**src/rtl/alu_req_arbiter.sv**
```systemverilog
// Round-robin arbiter that time-shares one ALU among NUM_REQ requesters and
// returns each result, tagged with the requester ID, over a response channel.
module alu_req_arbiter #(
    parameter int NUM_REQ = 4,
    parameter int DATA_W  = 32,
    parameter int OP_W    = 6,
    parameter int ALU_LAT = 1,
    localparam int ID_W   = $clog2(NUM_REQ)
) (
    input  logic                        clk_i,
    input  logic                        rst_ni,
    input  logic [NUM_REQ-1:0]          req_valid_i,
    output logic [NUM_REQ-1:0]          req_ready_o,
    input  logic [NUM_REQ*OP_W-1:0]     req_op_i,
    input  logic [NUM_REQ*DATA_W-1:0]   req_a_i,
    input  logic [NUM_REQ*DATA_W-1:0]   req_b_i,
    output logic [OP_W-1:0]             alu_op_o,
    output logic [DATA_W-1:0]           alu_a_o,
    output logic [DATA_W-1:0]           alu_b_o,
    input  logic [DATA_W-1:0]           alu_result_i,
    output logic                        rsp_valid_o,
    input  logic                        rsp_ready_i,
    output logic [ID_W-1:0]             rsp_id_o,
    output logic [DATA_W-1:0]           rsp_data_o,
    output logic                        rsp_err_o,
    output logic                        busy_o,
    output logic [1:0]                  dbg_state_o
);

    // Valid/ready: a transfer happens on a rising edge where valid and ready are
    // both high. A request may withdraw valid before acceptance but must hold its
    // payload while valid; the response holds id/data/err until it is taken.

    typedef enum logic [1:0] {
        IDLE = 2'd0,
        EXEC = 2'd1,
        RESP = 2'd2
    } state_t;

    localparam int                CNT_W     = (ALU_LAT > 1) ? $clog2(ALU_LAT) : 1;
    localparam logic [CNT_W-1:0]  EXEC_LAST = CNT_W'(ALU_LAT - 1);
    localparam logic [OP_W-1:0]   OP_MAX    = OP_W'(12);

    state_t             state_q, state_d;
    logic [ID_W-1:0]    rr_ptr_q;
    logic [ID_W-1:0]    grant_id;
    logic [ID_W-1:0]    scan_id;
    logic               grant_found;
    logic               accept;
    logic               op_legal;
    logic [OP_W-1:0]    grant_op;
    logic [CNT_W-1:0]   exec_cnt_q;
    logic [OP_W-1:0]    op_q;
    logic [DATA_W-1:0]  a_q;
    logic [DATA_W-1:0]  b_q;
    logic [DATA_W-1:0]  data_q;
    logic [ID_W-1:0]    id_q;
    logic               err_q;

    // First valid requester at or after rr_ptr, wrapping around.
    always_comb begin
        grant_found = 1'b0;
        grant_id    = '0;
        scan_id     = '0;
        for (int i = 0; i < NUM_REQ; i++) begin
            scan_id = ID_W'((int'(rr_ptr_q) + i) % NUM_REQ);
            if (!grant_found && req_valid_i[scan_id]) begin
                grant_found = 1'b1;
                grant_id    = scan_id;
            end
        end
    end

    assign grant_op = req_op_i[int'(grant_id)*OP_W +: OP_W];
    assign accept   = (state_q == IDLE) && grant_found;
    assign op_legal = (grant_op <= OP_MAX);

    always_comb begin
        req_ready_o = '0;
        if (accept && rst_ni) begin
            req_ready_o[grant_id] = 1'b1;
        end
    end

    always_ff @(posedge clk_i or negedge rst_ni) begin
        if (!rst_ni) begin
            state_q <= IDLE;
        end else begin
            state_q <= state_d;
        end
    end

    always_comb begin
        state_d = state_q;
        case (state_q)
            IDLE: if (accept) state_d = op_legal ? EXEC : RESP;
            EXEC: if (exec_cnt_q == EXEC_LAST) state_d = RESP;
            RESP: if (rsp_ready_i) state_d = IDLE;
            default: state_d = IDLE;
        endcase
    end

    always_ff @(posedge clk_i or negedge rst_ni) begin
        if (!rst_ni) begin
            rr_ptr_q   <= '0;
            exec_cnt_q <= '0;
            op_q       <= '0;
            a_q        <= '0;
            b_q        <= '0;
            id_q       <= '0;
            data_q     <= '0;
            err_q      <= 1'b0;
        end else begin
            if (accept) begin
                op_q       <= grant_op;
                a_q        <= req_a_i[int'(grant_id)*DATA_W +: DATA_W];
                b_q        <= req_b_i[int'(grant_id)*DATA_W +: DATA_W];
                id_q       <= grant_id;
                exec_cnt_q <= '0;
                err_q      <= !op_legal;
                if (!op_legal) data_q <= '0;
            end
            if (state_q == EXEC) begin
                exec_cnt_q <= exec_cnt_q + 1'b1;
                if (exec_cnt_q == EXEC_LAST) data_q <= alu_result_i;
            end
            // Pointer moves only after a response is taken, so a lone requester keeps winning.
            if (state_q == RESP && rsp_ready_i) begin
                rr_ptr_q <= (id_q == ID_W'(NUM_REQ - 1)) ? '0 : id_q + 1'b1;
            end
        end
    end

    assign alu_op_o    = op_q;
    assign alu_a_o     = a_q;
    assign alu_b_o     = b_q;
    assign rsp_valid_o = (state_q == RESP);
    assign rsp_id_o    = id_q;
    assign rsp_data_o  = data_q;
    assign rsp_err_o   = err_q;
    assign busy_o      = (state_q != IDLE);
    assign dbg_state_o = state_q;

endmodule

```
**config.mk**
```make
export PLATFORM = sky130hd
export DESIGN_NAME = alu_req_arbiter
export DESIGN_NICKNAME = d
export VERILOG_FILES = /design/src/rtl/alu_req_arbiter.sv
export SDC_FILE = /design/constraint.sdc
export NUM_CORES = 1
export LEC_CHECK = 0
export CORE_AREA = 2 2 169 171
export DETAILED_ROUTE_END_ITERATION = 10
export DIE_AREA = 0 0 171 173
export PLACE_DENSITY = 0.54
export SLEW_MARGIN = 20
export SYNTH_ARGS = -nofsm -noshare
export SYNTH_HDL_FRONTEND = slang
export SYNTH_SLANG_ARGS = --single-unit
```
**constraint.sdc**
```tcl
create_clock -name clk_i -period 3.81 [get_ports clk_i]
set_clock_uncertainty 0.2 [all_clocks]
set_input_delay 0.762 -clock clk_i [delete_from_list [all_inputs] [get_ports clk_i]]
set_output_delay 0.762 -clock clk_i [all_outputs]
set_load 0.1 [all_outputs]
```
==> results of run 1 <==
logic make-up (layout without fill, tap and decap cells):
logic type	after synthesis	count (layout)	share of synthesized area (%)
AND/OR/NAND/NOR	177	177	11.9
adder cells (fa/ha/maj)	1	1	0.205
AO/OA/AOI/OAI	234	234	31.4
flip-flops	110	110	45.1
buffers and inverters	70	480	4.94
multiplexers	35	35	6.44
cell usage in the layout, fill, tap and decap left out, types with 4 or more instances in the layout:
cell	n
or2_2	5
dfrtp_1	110
a2bb2oi_1	32
o31ai_2	18
nor2_1	33
nor2b_1	6
nand2b_1	4
a31oi_1	32
nand2_1	115
buf_4	39
o31ai_1	16
a222oi_1	65
clkdlybuf4s50_1	413
clkbuf_16	9
buf_12	9
o21ai_0	41
a21oi_1	5
mux2_2	34
sequential cells by signal (all words and copies together) (netlist names):
name         flops
rsp_id_o         2
rsp_data_o      32
rsp_err_o        1
alu_b_o         32
rr_ptr_q         2
dbg_state_o      2
alu_op_o         6
exec_cnt_q       1
alu_a_o         32
through the flow:
step                      cell area, um2  instances  setup slack [ns]  power [uW]  utilization [%]
after floorplan                     6110        627           0.00338        7990                -
after global placement             10900       1399             0.188       10300             39.6
after detailed placement           10900       1399             0.197       10400             39.6
after CTS                          11200       1415             0.207       11400             40.7
after global routing               11200       1415            0.0802       11800             40.7
final                              11200       1415             0.203       11300             40.7
final cells by class:
cell class | count | share of cell area, %
multi-input cells | 447 | 27.5
clock inverters | 7 | 0.746
well taps | 378 | 4.21
clock buffers | 9 | 2.00
inverters | 3 | 0.100
flip-flops and latches | 110 | 24.5
repair buffers | 461 | 41.0
synthesized netlist by cell type, types with 5 or more instances:
library cell  count
nand2_1         115
dfrtp_1         110
a222oi_1         65
clkbuf_1         45
o21ai_0          41
nor2_1           36
mux2_2           34
a2bb2oi_1        33
a31oi_1          32
o31ai_2          18
o31ai_1          16
buf_2            10
buf_1             8
nor2b_1           6
a21oi_1           5
or2_2             5
worst paths after layout:
kind	from	endpoint	slack, ns	depth (start not counted)
setup reg to reg	rr_ptr_q[1]	dbg_state_o[1]	1.08	8
max in group asynchronous	rst_ni	rsp_data_o[19]	2.34	2
hold / removal	rst_ni	rsp_data_o[13]	0.11	1
hold reg to reg	alu_a_o[17]	alu_a_o[17]	0.28	2
min in group clk_i	alu_a_o[17]	alu_a_o[17]	0.28	2
setup / recovery	req_valid_i[1]	req_ready_o[0]	0.20	6
power by group through the flow:
| stage | clock network, uW | registers, uW | logic [uW] |
|---|---|---|---|
| finish | 987 | 2040 | 8230 |
| global route | 1070 | 2130 | 8650 |
| CTS | 1040 | 2050 | 8300 |
| detailed placement | 0 | 2070 | 8300 |
| global placement | 0 | 2050 | 8270 |
| floorplan | 0 | 5610 | 2380 |
per-layer routing:
metal	part of all wire (%)	wire length, um
met3	7.7	2200
met5	0.035	10
met2	50	14200
met4	1.2	350
met1	41	11700
worst max-delay path: stages:
cell and delay [ns]:
clkdlybuf4s50_1 0.66, nor2b_1 0.12, a211o_1 0.35, a2bb2oi_4 0.30, and3_2 0.27, buf_12 0.17
==> metrics.txt, run 1 <==
status finished, final reports clean; synth warn 0; worst path arrival time 2.65 ns; top-area cell type share of the netlist area 45.1%; hold_buf cts 0; largest net degree at the start of global routing 49; CTS H-Tree Depth 3; DPL Wire Length 21,800 um; top_reg_cell synth dfrtp_1; grt met3 use 4.69%; met2 usage 32.5%; routed vias/inst 4.83; Req. time, crit path 2.85 ns; Root Driver clkbuf_16; register area 2750 um2; global-route wire length before repair 42,000 um; M1 GR Usage 22.8%; CTS Buf Count 9; cell type with the largest total area after synthesis dfrtp_1; FF+latch count, synth 110; vias in the first global route 6,998; Clock Latency Late Sink 0.36 ns; Sink Count 110; Slew Limit Fails 0; asr flop ratio synth 100%; Die Area 29,600 um2; width of the die 171 um; Hold Vio Cnt, Final 0; Comb pwr share 73.1%; Switching Power 6750 uW; clock buffer depth 2; WL/cell 20.1 um; overall routing resource usage 18.5%; initial antenna violation count 1; Nets 1,352; GRT overflow 0; CTS clk-pin slew, worst paths 0.09 ns; via count 6,836; hold_ws 0.109 ns; Slew @ Worst Pin 1.03 ns; Post-Synthesis Cells 627; GP Congestion 0.820; slew margin rel. 30.8%; setup TNS 0 ns; ant diodes 0; Startpoint Class input port; post-CTS resize count 0; Mapped Nets 947; CTS tree built; post-CTS setup buffers 0; final setup fails 0; core region area 27,600 um2; num rows 61; filler instances 2,792; Synth area leaders dfrtp_1 45%, a222oi_1 11%, nand2_1 7.1%; period utilisation layout 94.7%; layout cells sized above 1 12.5%; share of power burned in registers 18.2%; Max FO, Critical Path 9; IO Port Bufs 431; cell area after synthesis 6100 um2; post-synthesis sequential area ratio 45.1%; multi-input logic area 3090 um2; Achievable Freq 277 MHz; Tmin final 3.61 ns; RSZ-0062 raised after global routing false; initial drt markers 733; CP Capture Type primary output; leakage 0.00445 uW; Switching Fraction 60.0%; maxcap violations 0; clock share of power 8.8%; PwrDens 1000 nW/um2; I/O Pins 432; remaining routing DRC violations 0; syn_area_per_cell 9.74 um2; cell-internal power 4510 uW; Yosys cell types 42; EDFF count, synth 0; die height 173 um; Worst VDD drop 0.000358 V; P&R area growth vs syn 84.2%; drt first pass iters 8; Post-DRT Antenna Nets 0; Initial Util 22.1%; min-delay worst type input port to asynchronous set/reset pin; Routed WL 28,500 um; Setup CP Type input port to primary output; GR peak layer met2
No activity file was read; power rests on OpenSTA's default activity.
==> inputs of run 2 (changes only) <==
--- a/config.mk
+++ b/config.mk
@@ -5,10 +5,11 @@
 export SDC_FILE = /design/constraint.sdc
 export NUM_CORES = 1
 export LEC_CHECK = 0
-export CORE_AREA = 2 2 169 171
+export CORE_AREA = 2 2 167 169
+export CTS_BUF_LIST = sky130_fd_sc_hd__clkbuf_8
 export DETAILED_ROUTE_END_ITERATION = 10
-export DIE_AREA = 0 0 171 173
-export PLACE_DENSITY = 0.54
+export DIE_AREA = 0 0 169 171
+export PLACE_DENSITY = 0.55
 export SLEW_MARGIN = 20
 export SYNTH_ARGS = -nofsm -noshare
 export SYNTH_HDL_FRONTEND = slang
==> run 2 against run 1 <==
  * Setup slack got worse by 0.038 ns
  * Clock-buffer cell count unchanged
  * Power is 2.6% lower
  * Register-to-register slack got worse by 0.09 ns
  * Via count up 0.19%
  * Worst hold slack better by 0.18 ns
  * Wire length shrank 2.8%
  * Largest cell class unchanged
==> metrics.txt, run 2 (same netlist as run 1, synthesis figures left out) <==
status finished, final reports clean; remaining routing DRC violations 0; Die Area 28,900 um2; CP Capture Type primary output; Switching Power 6650 uW; width of the die 169 um; setup TNS 0 ns; Buffers & Inverters on Critical Path 2; largest net degree at the start of global routing 80; via count 6,849; clock share of power 7.1%; Hold Vio Cnt, Final 0; Comb pwr share 74.3%; CTS H-Tree Depth 3; Reg2Reg Setup Slack 0.99 ns; Routed WL 27,700 um; overall routing resource usage 18.0%; Critical R2R Launch rr_ptr_q[1]; Achievable Freq 274 MHz; I/O Pins 432; Switching Fraction 60.6%; Post-DRT Antenna Nets 0; Nets 1,348; worst hold endpoint alu_op_o[3]; Hold Crit Depth 2; Clock Latency Late Sink 0.38 ns; leakage 0.00439 uW; layout cells sized above 1 12.4%; post-CTS setup buffers 0; Sink Count 110; slew margin rel. 31.2%; global-route wire length before repair 39,600 um; GR peak layer met2; Slew Limit Fails 0; Initial Util 22.3%; Worst VDD drop 0.000413 V; worst hold start alu_op_o[3]; CTS tree built; GRT overflow 0; met2 usage 30.8%; grt met3 use 4.56%; CP max stage delay 0.64 ns; CTS Buf Count 9; cell-internal power 4320 uW; initial drt markers 768; worst path arrival time 2.68 ns; vias in the first global route 6,755; CTS clk-pin slew, worst paths 0.10 ns; min-delay worst type register to register; Req. time, crit path 2.85 ns; Max FO, Critical Path 11; IO Port Bufs 431; commonest non-fill, non-tap cell in the layout clkdlybuf4s50_1; Setup CP Type input port to primary output; critical path's slowest cell clkdlybuf4s50_1; clock buffer depth 2; num rows 61; Crit. path cell count 6; M1 GR Usage 22.4%; PwrDens 991 nW/um2; Slew @ Worst Pin 1.03 ns; drt first pass iters 9; maxcap violations 0; Startpoint Class input port; share of power burned in registers 18.6%; Finished Core Util 40.5%; routed vias/inst 4.96; initial antenna violation count 3; P&R area growth vs syn 81.4%; kind of cell adding the most delay to the critical path buffers and inverters; GP Congestion 0.799; RSZ-0062 raised after global routing false; WL/cell 20.1 um; core region area 27,300 um2; Root Driver clkbuf_8; final setup fails 0; worst r2r dst rsp_data_o[10]; period utilisation layout 95.7%; cells on worst reg2reg path 7; DPL Wire Length 20,900 um; die height 171 um; CP cell instances clkdlybuf4s50_1 -> nor2b_1 -> a211o_1 -> a2bb2oi_4 -> and3_2 -> buf_12; most frequent cells in the layout 411 x clkdlybuf4s50_1, 115 x nand2_1, 110 x dfrtp_1; Tmin final 3.64 ns
==> run 2: changes by cell type in the layout (fill, tap and decap cells not counted), moves of 3 or more <==
cell | previous run | this run
buf_4 | 39 | 36
clkinv_4 | 3 | 0
clkbuf_16 | 9 | 0
clkinv_8 | 3 | 0
clkbuf_8 | 0 | 9
==> run 2: power groups by stage <==
stage	Sequential, uW	Combinational, uW	Clock [uW]
after floorplan	5610	2380	0
after global placement	2060	8200	0
after detailed placement	2070	8230	0
after CTS	2050	8240	826
after global routing	2110	8560	860
final	2040	8150	774
==> run 2: worst max-delay path by stage <==
stage,slack (ns),from,endpoint
after floorplan,0.003,dbg_state_o[0],req_ready_o[1]
after global placement,0.19,req_valid_i[0],rsp_data_o[1]
after detailed placement,0.14,req_valid_i[0],rsp_data_o[10]
after CTS,0.17,req_valid_i[0],req_ready_o[0]
after global routing,0.09,req_valid_i[1],req_ready_o[0]
final,0.17,req_valid_i[1],req_ready_o[0]
==> run 2: stage by stage <==
| step | std cells | cell area, um2 | hold slack [ns] | setup WS [ns] | total power (uW) |
|---|---|---|---|---|---|
| 6_report | 1381 | 11100 | 0.284 | 0.165 | 11000 |
| 5_1_grt | 1381 | 11100 | 0.313 | 0.0851 | 11500 |
| 4_1_cts | 1379 | 11100 | 0.294 | 0.173 | 11100 |
| 3_5_place_dp | 1362 | 10900 | 0.270 | 0.139 | 10300 |
| 3_3_place_gp | 1362 | 10900 | 0.258 | 0.190 | 10300 |
| 2_1_floorplan | 627 | 6110 | 0.266 | 0.00338 | 7990 |
==> run 2: what timing repair did <==
item | CTS | global route
resized for setup | 0 | 1
endpoints found under the hold margin | 5 | 0
setup endpoints to repair | 0 | 1
hold buffers | 1 | 0
==> run 2: final cells by class <==
class | count | area (um2)
inverters | 3 | 11.3
repair buffers | 457 | 4570
diodes | 2 | 5.00
well taps | 346 | 433
fillers | 2759 | 16200
flip-flops and latches | 110 | 2750
multi-input cells | 447 | 3100
clock buffers | 9 | 124
clock inverters | 7 | 78.8
==> run 2: worst min-delay path: stages (launching register included) <==
cell,delay (ns)
dfrtp_1,0.36
nand2_1,0.05
nand2_1,0.05
==> run 2: per-layer routing <==
metal,part of all wire (%),up-vias
li1,-,3233
met1,41,3246
met2,50,343
met3,7.8,25
met4,1.5,2
met5,0.047,-
==> inputs of run 3 (changes only) <==
--- a/config.mk
+++ b/config.mk
@@ -10,6 +10,7 @@
 export DETAILED_ROUTE_END_ITERATION = 10
 export DIE_AREA = 0 0 169 171
 export PLACE_DENSITY = 0.55
+export RECOVER_POWER = 25
 export SLEW_MARGIN = 20
 export SYNTH_ARGS = -nofsm -noshare
 export SYNTH_HDL_FRONTEND = slang
==> run 3 against run 2 <==
  * Maximum frequency is essentially flat
  * Non-clock buffer count is the same
  * Critical path depth unchanged
  * Design area shrank 0.11%
  * Clock-buffer cell count did not move
  * First-iteration DRC count shrank 0.91%
  * Register-to-register slack hardly changed
  * Global-route usage stayed put
  * Worst hold slack hardly changed
  * Combinational power hardly changed
  * Largest cell class unchanged
==> metrics.txt, run 3 (same netlist as run 1, synthesis figures left out) <==
Routed WL 27,700 um; GRT overflow 0; Max FO, Critical Path 11; leakage 0.00438 uW; vias in the first global route 6,755; CP cell instances clkdlybuf4s50_1 -> nor2b_1 -> a211o_1 -> a2bb2oi_4 -> and3_2 -> buf_12; Sink Count 110; maxcap violations 0; CTS tree built; register area 2750 um2; min-delay worst type register to register; I/O Pins 432; setup TNS 0 ns; GP Congestion 0.799; Root Driver clkbuf_8; grt met3 use 4.56%; IO Port Bufs 431; DPL Wire Length 20,900 um; CTS clk-pin slew, worst paths 0.10 ns; final setup fails 0; CP Capture Type primary output; largest net degree at the start of global routing 80; M1 GR Usage 22.4%; CTS H-Tree Depth 3; Post-DRT Antenna Nets 0; filler instances 2,764; remaining routing DRC violations 0; clock buffer depth 2; Die Area 28,900 um2; global-route wire length before repair 39,600 um; multi-input logic area 3100 um2; core region area 27,300 um2; commonest non-fill, non-tap cell in the layout clkdlybuf4s50_1; num rows 61; CP max stage delay 0.64 ns; Achievable Freq 274 MHz; Tmin final 3.65 ns; Setup CP Type input port to primary output; critical path's slowest cell clkdlybuf4s50_1; status finished, final reports clean; die height 171 um; period utilisation layout 95.7%; width of the die 169 um; via count 6,850; RSZ-0062 raised after global routing false; met2 usage 30.8%; Worst VDD drop 0.000413 V; Req. time, crit path 2.85 ns; GR peak layer met2; Startpoint Class input port; slew margin rel. 2.68%; Hold Vio Cnt, Final 0; initial antenna violation count 3; fin worst setup slack 0.164 ns; P&R area growth vs syn 81.2%; PwrDens 991 nW/um2; Place WS 0.139 ns; Clock Latency Late Sink 0.38 ns; overall routing resource usage 18.0%; Slew @ Worst Pin 1.46 ns; Nets 1,348; initial drt markers 761; Initial Util 22.3%; WL/cell 20.0 um; post-CTS setup buffers 0; most frequent cells in the layout 410 x clkdlybuf4s50_1, 115 x nand2_1, 110 x dfrtp_1; layout cells sized above 1 12.2%; routed vias/inst 4.96; drt first pass iters 9; CTS Buf Count 9; Slew Limit Fails 0; worst path arrival time 2.68 ns
==> run 3: changes by cell type in the layout (fill, tap and decap cells not counted), sizes merged <==
cell / delta
clkdlybuf4s50: -1
clkbuf: +4
buf: -4
dlygate4sd3: +1
==> run 3: critical path: cells and delay by family <==
kind                   cells  cell delay [ns]
buffers and inverters      2             0.82
AO/OA/AOI/OAI              2             0.69
AND/OR/NAND/NOR            2             0.40
==> run 3: power breakdown <==
part	switching, uW	leakage, uW	total, uW	internal [uW]
Sequential	334	0.00135	2040	1710
Clock	459	0.000103	773	315
Combinational	5860	0.00293	8150	2290
Total	6650	0.00438	11000	4310
==> run 3: layout make-up <==
| cell class | count | area share [%] |
|---|---|---|
| Inverter | 3 | 0.102 |
| Tap cell | 346 | 3.91 |
| Clock buffer | 9 | 1.12 |
| Clock inverter | 7 | 0.713 |
| Sequential cell | 110 | 24.9 |
| Antenna cell | 2 | 0.0452 |
| Multi-Input combinational cell | 447 | 28.0 |
| Timing Repair Buffer | 457 | 41.2 |
==> run 3: worst paths after layout <==
| kind | startpoint | end | slack, ns | cells after the start |
|---|---|---|---|---|
| setup / recovery | req_valid_i[1] | req_ready_o[0] | 0.16 | 6 |
| max in group asynchronous | rst_ni | rsp_data_o[11] | 0.84 | 3 |
| hold / removal | alu_op_o[3] | alu_op_o[3] | 0.28 | 2 |
| hold reg to reg | alu_op_o[3] | alu_op_o[3] | 0.28 | 2 |
| setup reg to reg | rr_ptr_q[1] | rsp_data_o[10] | 1.00 | 7 |
| min in group asynchronous | rst_ni | alu_a_o[19] | 0.71 | 2 |
==> run 3: per-stage QoR <==
| step | util [%] | cell area, um2 | cells | hold WS [ns] | total power, uW |
|---|---|---|---|---|---|
| floorplan | - | 6110 | 627 | 0.266 | 7990 |
| global placement | 39.7 | 10900 | 1362 | 0.258 | 10300 |
| detailed placement | 39.7 | 10900 | 1362 | 0.270 | 10300 |
| CTS | 40.5 | 11100 | 1379 | 0.294 | 11100 |
| global route | 40.5 | 11100 | 1381 | 0.313 | 11500 |
| finish | 40.5 | 11100 | 1381 | 0.284 | 11000 |
==> run 3: timing repair <==
action / in CTS / in global routing
resized for setup: 0 / 1
hold endpoints to repair: 5 / 0
hold buffers: 1 / 0
setup endpoints to repair: 0 / 1
==> run 3: routing by layer <==
metal / vias up / share of wire (%)
met5: - / 0.047
met4: 2 / 1.5
met3: 25 / 7.6
met2: 338 / 50
met1: 3254 / 41
li1: 3231 / -
